===== config.mk =====
export PLATFORM = sky130hd
export DESIGN_NAME = gate_pipe_unit
export DESIGN_NICKNAME = d
export VERILOG_FILES = /design/src/rtl/gate_pipe_unit.sv
export SDC_FILE = /design/constraint.sdc
export NUM_CORES = 1
export LEC_CHECK = 0
export BUFFER_PORTS_ARGS = -buffer_cell sky130_fd_sc_hd__buf_2
export CAP_MARGIN = 15
export CORE_MARGIN = 10
export CORE_UTILIZATION = 45
export DETAILED_ROUTE_END_ITERATION = 10
export PLACE_DENSITY_LB_ADDON = 0.08
export SETUP_SLACK_MARGIN = 0.3
export SLEW_MARGIN = 25
export SYNTH_ARGS = -nofsm -noshare
export SYNTH_HDL_FRONTEND = slang
export SYNTH_SLANG_ARGS = --single-unit

===== constraint.sdc =====
create_clock -name clk -period 5.6 [get_ports clk]
set_input_delay 0 -clock clk [delete_from_list [all_inputs] [get_ports clk]]
set_output_delay 0 -clock clk [all_outputs]
set_load 0.01 [all_outputs]

===== src/rtl/gate_pipe_unit.sv =====
// gate_pipe_unit: pipelined eight-op bitwise gate with valid/ready
// handshakes and saturating transfer statistics.
module gate_pipe_unit #(
  parameter int WIDTH  = 8,
  parameter int STAGES = 2,
  parameter int CNT_W  = 16
) (
  input  logic             clk,
  input  logic             rst,
  input  logic             in_valid,
  output logic             in_ready,
  input  logic [WIDTH-1:0] a,
  input  logic [WIDTH-1:0] b,
  input  logic [2:0]       op,
  output logic             out_valid,
  input  logic             out_ready,
  output logic [WIDTH-1:0] y,
  output logic             y_all,
  output logic             y_any,
  input  logic             cnt_clr,
  output logic [CNT_W-1:0] xfer_cnt,
  output logic [CNT_W-1:0] ones_cnt
);

  localparam logic [CNT_W-1:0] CNT_MAX = '1;

  logic              adv;
  logic              out_xfer;
  logic [WIDTH-1:0]  res;
  logic [WIDTH-1:0]  dat_q [STAGES];
  logic [WIDTH-1:0]  dat_d [STAGES];
  logic [STAGES-1:0] vld_q;
  logic [STAGES-1:0] vld_d;
  logic              all_q;
  logic              all_d;
  logic              any_q;
  logic              any_d;
  logic [CNT_W-1:0]  xfer_cnt_q;
  logic [CNT_W-1:0]  xfer_cnt_d;
  logic [CNT_W-1:0]  ones_cnt_q;
  logic [CNT_W-1:0]  ones_cnt_d;

  // Whole pipe shifts or whole pipe holds; bubbles are not squeezed out.
  assign adv      = !vld_q[STAGES-1] || out_ready;
  assign in_ready = adv;
  assign out_xfer = vld_q[STAGES-1] && out_ready;

  always_comb begin
    unique case (op)
      3'd0: res = a & b;
      3'd1: res = a | b;
      3'd2: res = a ^ b;
      3'd3: res = ~(a & b);
      3'd4: res = ~(a | b);
      3'd5: res = ~(a ^ b);
      3'd6: res = a & ~b;
      3'd7: res = a;
    endcase
  end

  always_comb begin
    dat_d = dat_q;
    vld_d = vld_q;
    if (adv) begin
      dat_d[0] = res;
      vld_d[0] = in_valid;
      for (int i = 1; i < STAGES; i++) begin
        dat_d[i] = dat_q[i-1];
        vld_d[i] = vld_q[i-1];
      end
    end
    // Reductions follow the data entering the last stage.
    all_d = &dat_d[STAGES-1];
    any_d = |dat_d[STAGES-1];
  end

  always_comb begin
    xfer_cnt_d = xfer_cnt_q;
    ones_cnt_d = ones_cnt_q;
    if (cnt_clr) begin
      xfer_cnt_d = '0;
      ones_cnt_d = '0;
    end else if (out_xfer) begin
      if (xfer_cnt_q != CNT_MAX)
        xfer_cnt_d = xfer_cnt_q + CNT_W'(1);
      if ((&dat_q[STAGES-1]) && (ones_cnt_q != CNT_MAX))
        ones_cnt_d = ones_cnt_q + CNT_W'(1);
    end
  end

  always_ff @(posedge clk) begin
    if (rst) begin
      for (int i = 0; i < STAGES; i++)
        dat_q[i] <= '0;
      vld_q      <= '0;
      all_q      <= 1'b0;
      any_q      <= 1'b0;
      xfer_cnt_q <= '0;
      ones_cnt_q <= '0;
    end else begin
      dat_q      <= dat_d;
      vld_q      <= vld_d;
      all_q      <= all_d;
      any_q      <= any_d;
      xfer_cnt_q <= xfer_cnt_d;
      ones_cnt_q <= ones_cnt_d;
    end
  end

  assign out_valid = vld_q[STAGES-1];
  assign y         = dat_q[STAGES-1];
  assign y_all     = all_q;
  assign y_any     = any_q;
  assign xfer_cnt  = xfer_cnt_q;
  assign ones_cnt  = ones_cnt_q;

endmodule


; Word-level counts from Yosys, hierarchy flattened
; Cells that the tools add are included.
[totals]
reg_bits = 52
in_bits = 24
output_inout_bits = 44
elab_cells = 39
[classes]
add_sub_neg = 2
n_eq_ne = 9
n_mux = 2
bitwise = 8
n_reduce_logical = 11
[ops]
columns = op, count
row1 = 8-bit one-hot mux with 8 select lines, 1
row2 = "16-bit by 1-bit adder with 16-bit output, second input constant", 2
row3 = "16-bit != test, second input constant", 2
row4 = 8-bit inverter, 4
row5 = 8-bit AND, 2
row6 = 8-bit AND reduction, 2
row7 = "3-bit == test, second input constant", 4
row8 = 8-bit two-way mux, 1
row9 = 8-bit bitwise OR, 1
row10 = 8-bit OR reduction, 1
row11 = 8-bit bitwise XOR, 1
row12 = "3-bit by 2-bit == test with 1-bit output, second input constant", 2
row13 = 2-bit AND reduction, 2
row14 = "3-bit by 1-bit == test with 1-bit output, second input constant", 1
row15 = 3-bit zero test, 1
row16 = 1-bit logical AND, 2
row17 = 2-bit OR reduction, 1
row18 = 1-bit zero test, 1
row19 = 1-bit logical OR, 1

; Longest topological paths before layout
; Gate-level depths: netlist of the first run.
[logic_depth]
depth_word = 4
ltp_mapped = 7
depth_no_buf = 7

; Least setup slack after synthesis of the first run
; No wires, ideal clock.
[synth_timing]
path_type = register to register
start = register ones_cnt_q[0], in the netlist ones_cnt[0]
end = register ones_cnt_q[11], in the netlist ones_cnt[11]
setup_ns = 0.059
arrival_ns = 1.819
t_required_ns = 5.541
slack_ns = 3.722
stages_incl_launch_ff = 7
path_buffers = 0
period_less_slack_ns = 1.878
path_cell_list = dfxtp_1 > ha_1 > and3_4 > and4_4 > a211o_1 > or4_1 > nand2_1
[synth_between]
elab_chain_cells = 3
word_cells_on_any_way = 4
cone_classes = 1 x add/sub / 1 x eq/ne / 2 x reduce/logical
[synth_rtl]
columns = item, line
row1 = start: declaration, 40  ; logic [CNT_W-1:0] ones_cnt_q;
row2 = start signal: assignment, 106  ; ones_cnt_q <= ones_cnt_d;
row3 = "parallel branches: the longest is 3 deep, another holds 16-bit by 1-bit adder with 16-bit output", -
; Parallel ways; which one is timed is not known.
; A chain may end at the register's enable or synchronous reset.

; Worst setup path in the final report of the first run
; Ends and elaborated chain as after synthesis.

==> results of run 1 <==
layout make-up:
type,count,area (µm²)
Multi-Input combinational cell,316,2046
Fill cell,732,3481
Clock buffer,5,68.82
Inverter,23,86.33
Sequential cell,52,1041
Timing Repair Buffer,69,355.3
Clock inverter,2,12.51
Tap cell,99,123.9
synth_stat cells (4+ instances only):
cell type,number
buf_2,4
o221ai_1,4
nand2_1,42
nor3_1,11
nand4_1,10
nand3_1,14
o21ai_0,15
buf_4,8
nor2_1,45
o41ai_1,4
and3_1,5
mux2i_1,6
dfxtp_1,52
and4_1,4
nor2b_1,8
a211oi_1,4
ha_1,26
and3_2,5
a21oi_1,44
xnor2_1,14
inv_1,23
or3_1,5
a32oi_1,4
nor4_1,6
clkbuf_1,14
flip-flops by register name, summed over array words and instances (netlist names):
register  cells
xfer_cnt     16
ones_cnt     16
y_any         1
y_all         1
vld_q         2
y             8
dat_q         8
routing by layer:
metal / share of wire / GRT usage / up-vias
met4: 0.0072 / 0.03868 / 0
met3: 0.046 / 0.04046 / 5
met1: 0.45 / 0.1676 / 1434
met5: 0 / 0 / -
li1: - / - / 1584
met2: 0.49 / 0.2553 / 56
layout by cell type (no fill, tap or decap), types with 2 or more instances in the layout:
| master | Yosys | routed |
|---|---|---|
| buf_2 | 4 | 67 |
| dfxtp_1 | 52 | 52 |
| nor2_1 | 45 | 45 |
| a21oi_1 | 44 | 44 |
| nand2_1 | 42 | 42 |
| ha_1 | 26 | 26 |
| inv_1 | 23 | 23 |
| o21ai_0 | 15 | 15 |
| nand3_1 | 14 | 14 |
| xnor2_1 | 14 | 14 |
| nor3_1 | 11 | 11 |
| nand4_1 | 10 | 10 |
| nor2b_1 | 8 | 8 |
| mux2i_1 | 6 | 6 |
| nor4_1 | 6 | 6 |
| and3_2 | 5 | 5 |
| or3_1 | 5 | 5 |
| and3_1 | 5 | 5 |
| clkbuf_8 | 1 | 5 |
| and4_1 | 4 | 4 |
| a32oi_1 | 4 | 4 |
| o221ai_1 | 4 | 4 |
| o41ai_1 | 4 | 4 |
| a211oi_1 | 4 | 4 |
| o211ai_1 | 3 | 3 |
| o2bb2ai_1 | 3 | 3 |
| o22ai_1 | 3 | 3 |
| nand3b_1 | 3 | 3 |
| a31o_2 | 3 | 3 |
| nand2b_1 | 2 | 2 |
| xor2_1 | 2 | 2 |
| dlygate4sd3_1 | 0 | 2 |
per-stage QoR:
stage                     utilization  std cells  instance area, µm²
after CTS                      0.5175        566                3734
after global placement         0.5035        557                3632
after floorplan                     -        420                3327
after detailed placement       0.5035        557                3632
after global routing           0.5175        566                3734
final                          0.5175        566                3734
worst min path at each step:
stage / endpoint / slack (ns) / cells past startpoint
after floorplan: y[5] / 0.08 / 1
after global placement: vld_q[0] / 0.25 / 3
after detailed placement: vld_q[0] / 0.26 / 3
after CTS: vld_q[1] / 0.11 / 2
after global routing: dat_q[13] / 0.14 / 2
final: xfer_cnt[1] / 0.13 / 4
power breakdown:
| group | internal (mW) | switching (mW) | leakage (nW) |
|---|---|---|---|
| Sequential | 0.381 | 0.0105 | 0.423 |
| Clock | 0.0850 | 0.123 | 0.0400 |
| Combinational | 0.0431 | 0.0608 | 1.11 |
| Total | 0.509 | 0.195 | 1.58 |
worst max-delay path, cell delays in order, from the launching register on:
cell	delay, ns
dfxtp_1	0.35
ha_1	0.25
and3_4	0.20
and4_4	0.18
a211o_1	0.37
or4_1	0.48
nand2_1	0.07
kinds of logic after synthesis:
logic type / Yosys count / share of synthesized area
AOI/OAI and AO/OA: 93 / 0.1741
xor gates and xnor gates: 16 / 0.04212
adders and majority gates: 26 / 0.09778
buffers and inverters: 52 / 0.07221
DFF: 52 / 0.3129
muxes: 8 / 0.02821
and+or+nand+nor: 173 / 0.2727
==> results.yml, run 1 <==
clock_network:
  cts_made_buffers: 5
  clock-sinks: 52
  post_cts.repair.setup_buffers: 0
  cts_resized: 0
  path_clk_slew_ns: 0.09
  htree_levels: 2
  cts_tree: "built"
  cts_buffer_depth: 2
  cts-root-buf: "clkbuf_8"
  clk_latency_ns: 0.30
  hold_buffers: 2
global_routing:
  grt_overflow: 0
  track_usage: 0.1447
  grt_pass1_wl_mm: 13.94
  grt_pass1_vias: 2992
  grt_max_degree: 31
  antenna_found_initial: 0
timing:
  final.period_utilization: 0.3486
  finalSetupTns_ns: 0
  fin_skew_ns: 0.002544
  max_freq_mhz: 512.2
  worst_pin_slew_ns: 0.7822
  max_slew_margin: 0.4766
  drv_slew: 0
  rsz0062_at_grt: "false"
  period_needed_ns: 1.952
  finalWorstSetupSlack_ns: 3.648
  hold_viol_final: 0
  finalSetupViolations: 0
  hold_ws_ns: 0.1268
floorplan:
  io-pin-count: 68
  die_w_um: 106.0
  dieArea_um2: 11230
  rows: 31
  die_h_um: 106.0
  start_util: 0.4612
  core-area_um2: 7214
yosys:
  synth_top_area_share: 0.3129
  synthCells: 420
  synth_ff_type: "dfxtp_1"
  synth_warnings: 0
  yosysSeqAreaShare: 0.3129
  ys_top_cells_by_area: "dfxtp_1, ha_1, a21oi_1, nor2_1, nand2_1"
  syn_nets: 470
  synth_edf_count: 0
  synthArstFlopShare: 0
  syn_area_um2: 3327
  synth.distinct_cells: 55
  synth_top_area_cell: "dfxtp_1"
  synth_seq_cells: 52
  syn_area_per_cell_um2: 7.921
pwr:
  powerDensity_nw_per_um2: 188.4
  p_leak_nw: 1.577
  irDropWorstVdd_mv: 0.1132
  power_uw: 703.5
run:
  drv_cap: 0
setup_path:
  critPathCaptureType: "register"
  arrival_ns: 2.20
  critical_path_class: "reg -> reg"
  regToRegSetupSlack_ns: 3.65
  cp-endpoint: "ones_cnt[11]"
  start_kind: "register"
  crit_fanout: 8
  cp_data_required_time_ns: 5.85
  cp-startpoint: "ones_cnt[0]"
  r2r_cells: 6
  worstReg2RegEnd: "ones_cnt[11]"
  timing.rr.start: "ones_cnt[0]"
detailed_routing:
  dr.pass1.iters: 4
  drtAntennaViolNets: 0
  wl_per_cell_um: 14.56
  vias_per_cell: 5.440
  vias: 3079
  routed_wl_mm: 8.242
  initialDrtViolationCount: 108
  drc: 0
layout:
  syn_to_final_growth_pct: 12.22
  drive_above_1_share: 0.2013
  nets: 517
  antenna_cells: 0
min_path:
  worstHoldPathType: "in -> reg"
  min_from: "out_ready"
placed_design:
  gp_congestion: 0.7830
  place_ws_ns: 3.665
  place_hpwl_mm: 6.109
  port_buffers: 67
outcome:
  status: "finished clean"
Note: power is estimated with default switching activity, not from simulation.
==> inputs of run 2 (changes only) <==
ABC_AREA = 1   (was not set)
clock period = 1.9 ns   (was 5.6 ns; I/O delays follow)
==> results.yml, run 2 <==
outcome:
  status: "finished clean"
placed_design:
  place_ws_ns: 0.1866
  gp_congestion: 0.8367
  placed_cells: 770
  port_buffers: 67
  place_hpwl_mm: 7.314
min_path:
  worstHoldPathType: "in -> reg"
  min_from: "cnt_clr"
layout:
  nets: 732
  drive_above_1_share: 0.1874
  final.fill_count: 829
  finalNonFillerCells: 785
  syn_to_final_growth_pct: 20.67
  seq_area_um2: 1052
  antenna_cells: 0
  final_cell_mix: "nand2_1, nor2_1, inv_1"
  layout_commonest_cell: "nand2_1"
  multi_input_area_um2: 2265
global_routing:
  grt_pass1_vias: 3586
  antenna_found_initial: 0
  grt_pass1_wl_mm: 15.90
  grt_max_degree: 26
  grt_overflow: 0
  track_usage: 0.1581
yosys:
  yosys-top-cells-count: "nand2_1, nor2_1, inv_1, dfxtp_1, o21ai_0"
  syn_nets: 653
  synth_warnings: 0
  ys_top_cells_by_area: "dfxtp_1, nand2_1, nor2_1, ha_1, inv_1"
  synth_ff_type: "dfxtp_1"
  synth.most_common_cell: "nand2_1"
  synth.distinct_cells: 25
  synthCells: 603
  yosysSeqAreaShare: 0.2856
  syn_area_um2: 3645
  synth_seq_cells: 52
  synth_top_area_cell: "dfxtp_1"
  synth_top_area_share: 0.2856
  syn_area_per_cell_um2: 6.044
  synthArstFlopShare: 0
  synth_edf_count: 0
detailed_routing:
  vias_per_cell: 4.897
  initialDrtViolationCount: 124
  routed_wl_mm: 9.856
  drtAntennaViolNets: 0
  dr.pass1.iters: 4
  drc: 0
  vias: 3844
  wl_per_cell_um: 12.56
pwr:
  irDropWorstVdd_mv: 0.3751
  powerDensity_nw_per_um2: 504.8
  p_leak_nw: 2.114
  power_mw: 2.220
clock_network:
  cts_made_buffers: 5
  htree_levels: 2
  cts_buffer_depth: 2
  clock-sinks: 52
  path_clk_slew_ns: 0.11
  cts-root-buf: "clkbuf_8"
  cts_tree: "built"
  clk_latency_ns: 0.32
timing:
  max_slew_margin: 0.6039
  period_needed_ns: 1.510
  finalSetupViolations: 0
  max_freq_mhz: 662.2
  fin_skew_ns: 0.01147
  finalWorstSetupSlack_ns: 0.3899
  finalSetupTns_ns: 0
  worst_pin_slew_ns: 0.5909
  drv_slew: 0
  hold_viol_final: 0
  final.period_utilization: 0.7948
  rsz0062_at_grt: "true"
setup_path:
  timing.rr.start: "ones_cnt[0]"
  cp-startpoint: "ones_cnt[0]"
  critical_path_class: "reg -> reg"
  critPathCaptureType: "register"
  crit_fanout: 5
  start_kind: "register"
  arrival_ns: 1.76
  cp_data_required_time_ns: 2.15
floorplan:
  rows: 32
  dieArea_um2: 12100
  core-area_um2: 7807
  die_h_um: 110.0
  die_w_um: 110.0
  start_util: 0.4668
  io-pin-count: 68
run:
  drv_cap: 0
run 2: kinds of logic (layout without fill, tap and decap cells):
logic type,after synthesis,in the layout,share of synthesized area
simple gates,350,352,0.3989
compound gates,60,60,0.08239
xor+xnor,10,10,0.02403
fa+ha+maj,26,26,0.08925
buf+inv,105,183,0.1198
flops,52,52,0.2856
run 2: power by group:
group	internal (mW)	leakage (nW)	switching [mW]	total [mW]
Combinational	0.132	1.64	0.231	0.363
Clock	0.279	0.0511	0.430	0.709
Sequential	1.12	0.426	0.0235	1.15
run 2: path summary, 6_finish.rpt:
| kind | slack (ns) | endpoint | cells past startpoint |
|---|---|---|---|
| worst max-delay path | 0.39 | ones_cnt[4] | 9 |
| worst max register to register | 0.39 | ones_cnt[4] | 9 |
| worst min-delay path | 0.09 | xfer_cnt[1] | 5 |
| worst min register to register | 0.49 | vld_q[0] | 2 |
run 2: cell type report:
class                           instances  share of cell area
Timing Repair Buffer                   87              0.1161
Inverter                               88             0.07852
Clock buffer                            5             0.01565
Multi-Input combinational cell        448              0.5149
Sequential cell                        52              0.2393
Tap cell                              102             0.02902
Clock inverter                          3            0.006543
run 2: critical path, stage by stage, from the launching register on:
cell	delay (ns)
dfxtp_4	0.37
ha_1	0.23
nand2_2	0.13
nor2_4	0.06
nand2_2	0.08
nor2_2	0.06
nor3_4	0.17
buf_6	0.16
nand2_1	0.05
a21oi_1	0.13
run 2: layer usage:
layer / wire (µm) / vias to the layer above / share of wire / global-route usage
met5: 0 / - / 0 / 0
met4: 73 / 0 / 0.0074 / 0.03625
met3: 372 / 9 / 0.038 / 0.02205
met2: 5013 / 78 / 0.51 / 0.2951
met1: 4397 / 1724 / 0.45 / 0.1855
li1: - / 2033 / - / -
run 2: stage by stage:
stage | util | hold slack [ns] | area, µm²
4_1_cts | 0.5462 | 0.07871 | 4264
6_report | 0.5633 | 0.08970 | 4398
3_5_place_dp | 0.5269 | 0.2957 | 4114
3_3_place_gp | 0.5269 | 0.2932 | 4114
5_1_grt | 0.5633 | 0.09004 | 4398
2_1_floorplan | - | 0.1646 | 3645
run 2: repair_timing:
action	in CTS	in global routing
buffers inserted	0	2
setup endpoints to repair	22	32
cloned	0	3
pin swaps	0	4
endpoints found under the hold margin	10	0
gates resized for setup	9	29
hold buffers	2	0
==> inputs of run 3 (changes only) <==
ABC_AREA = 0   (was 1)
clock period = 1.5 ns   (was 1.9 ns; I/O delays follow)
==> results.yml, run 3 (synthesis results as in run 1) <==
outcome:
  status: "finished with violations"
  violations: "setup timing"
timing:
  finalWorstSetupSlack_ns: -0.2659
  max_freq_mhz: 566.3
  worst_pin_slew_ns: 0.4327
  final.period_utilization: 1.177
  max_slew_margin: 0.7115
  fin_skew_ns: 0.01165
  finalSetupViolations: 16
  hold_viol_final: 0
  period_needed_ns: 1.766
  drv_slew: 0
  rsz0062_at_grt: "true"
detailed_routing:
  drtAntennaViolNets: 0
  wl_per_cell_um: 15.48
  vias_per_cell: 5.328
  drc: 0
  routed_wl_mm: 10.15
  dr.pass1.iters: 4
  vias: 3495
  initialDrtViolationCount: 82
setup_path:
  critPathCaptureType: "register"
  crit_chain: "ha_4 > and3_4 > and4_4 > a211o_4 > or4_1 > nand2_1"
  cp-startpoint: "ones_cnt[1]"
  crit_fanout: 7
  r2r_cells: 6
  timing.rr.start: "ones_cnt[1]"
  cp_data_required_time_ns: 1.76
  start_kind: "register"
  critical_path_class: "reg -> reg"
  slowest_delay_ns: 0.41
  slowest_stage: "or4_1"
  arrival_ns: 2.03
clock_network:
  cts_made_buffers: 5
  path_clk_slew_ns: 0.11
  cts_tree: "built"
  clk_latency_ns: 0.31
  htree_levels: 2
  cts-root-buf: "clkbuf_8"
  clock-sinks: 52
  cts_buffer_depth: 2
pwr:
  power_mw: 2.926
  p_leak_nw: 2.378
  irDropWorstVdd_mv: 0.3654
  powerDensity_nw_per_um2: 559.6
floorplan:
  rows: 31
  dieArea_um2: 11230
  start_util: 0.4612
  die_h_um: 106.0
  core-area_um2: 7214
  io-pin-count: 68
  die_w_um: 106.0
global_routing:
  antenna_found_initial: 0
  top_usage_layer: "met2"
  grt_use_met2: 0.3026
  grt_max_degree: 28
  track_usage: 0.1655
  met3_usage: 0.03804
  grt_pass1_wl_mm: 16.04
  grtUsageMet1: 0.1887
  grt_overflow: 0
  grt_pass1_vias: 3496
run:
  drv_cap: 0
placed_design:
  place_ws_ns: -0.2065
  place_hpwl_mm: 7.020
  gp_congestion: 0.8298
  port_buffers: 67
  dpl_cell_area_um2: 4265
layout:
  final.fill_count: 566
  drive_above_1_share: 0.5296
  postLayoutCellArea_um2: 5229
  nets: 606
  final_util: 0.7248
  antenna_cells: 0
  syn_to_final_growth_pct: 57.16
  final_cell_mix: "buf_2, buf_4, nor2_1"
  layout_commonest_cell: "buf_2"
min_path:
  min_from: "cnt_clr"
  whs_path_depth: 3
  worstHoldPathType: "in -> reg"
run 3: cell count changes in the layout (fill, tap and decap cells not counted), moves of 8 or more:
| cell | before | now |
|---|---|---|
| nand2_1 | 172 | 22 |
| xnor2_1 | 5 | 13 |
| nor2_1 | 103 | 41 |
| dfxtp_1 | 47 | 24 |
| dfxtp_2 | 3 | 21 |
| nand2_4 | 1 | 13 |
| inv_1 | 83 | 22 |
| buf_6 | 2 | 22 |
| nand3_1 | 32 | 10 |
| nand4_1 | 19 | 10 |
| buf_4 | 15 | 62 |
| o21ai_0 | 37 | 12 |
| a21oi_2 | 0 | 17 |
| nor2b_1 | 0 | 8 |
run 3: per-stage QoR:
step | hold slack, ns | setup TNS [ns] | std cells
global placement | 0.2467 | -1.712 | 616
floorplan | 0.07676 | -0.8618 | 420
CTS | 0.004401 | -1.474 | 640
global route | 0.02686 | -3.438 | 656
detailed placement | 0.2588 | -2.042 | 616
finish | 0.01256 | -2.126 | 656
run 3: per-layer routing:
| metal | vias to the layer above | wire length, µm |
|---|---|---|
| li1 | 1763 | - |
| met1 | 1653 | 4367 |
| met2 | 66 | 5215 |
| met3 | 13 | 409 |
| met4 | 0 | 160 |
| met5 | - | 0 |
run 3: area by class of cell:
cell class                 count  area (µm²)  share of cell area
multi-input combinational    316        2634              0.5037
timing repair buffer         158        1194              0.2283
sequential                    52        1094              0.2091
tap                           99       123.9             0.02369
inverter                      23       88.84             0.01699
clock buffer                   5       68.82             0.01316
clock inverter                 3       26.28            0.005025
run 3: path summary, 6_finish.rpt:
kind	end	slack (ns)
max reg2reg	ones_cnt[11]	-0.27
max	ones_cnt[11]	-0.27
min reg2reg	ones_cnt[9]	0.52
min	ones_cnt[7]	0.01
run 3: report_power, final:
| group | internal, mW | switching (mW) | leakage, nW | total (mW) |
|---|---|---|---|---|
| logic | 0.272 | 0.308 | 1.89 | 0.580 |
| clock network | 0.346 | 0.543 | 0.0506 | 0.889 |
| registers | 1.41 | 0.0474 | 0.439 | 1.46 |
| total | 2.03 | 0.899 | 2.38 | 2.93 |
run 3: critical path, delay by kind of cell (launching register included):
family	cells	cell delay [ns]
AND/OR/NAND/NOR	4	0.86
adder cells (fa/ha/maj)	1	0.16
AO/OA/AOI/OAI	1	0.34
flip-flops	1	0.37
run 3: what timing repair did:
item	CTS	global route
gates cloned	2	0
endpoints found under the hold margin	1	0
hold buffers	1	0
gates resized for setup	93	48
endpoints found under the setup margin	50	52
pin swaps	49	44
setup buffers	13	16
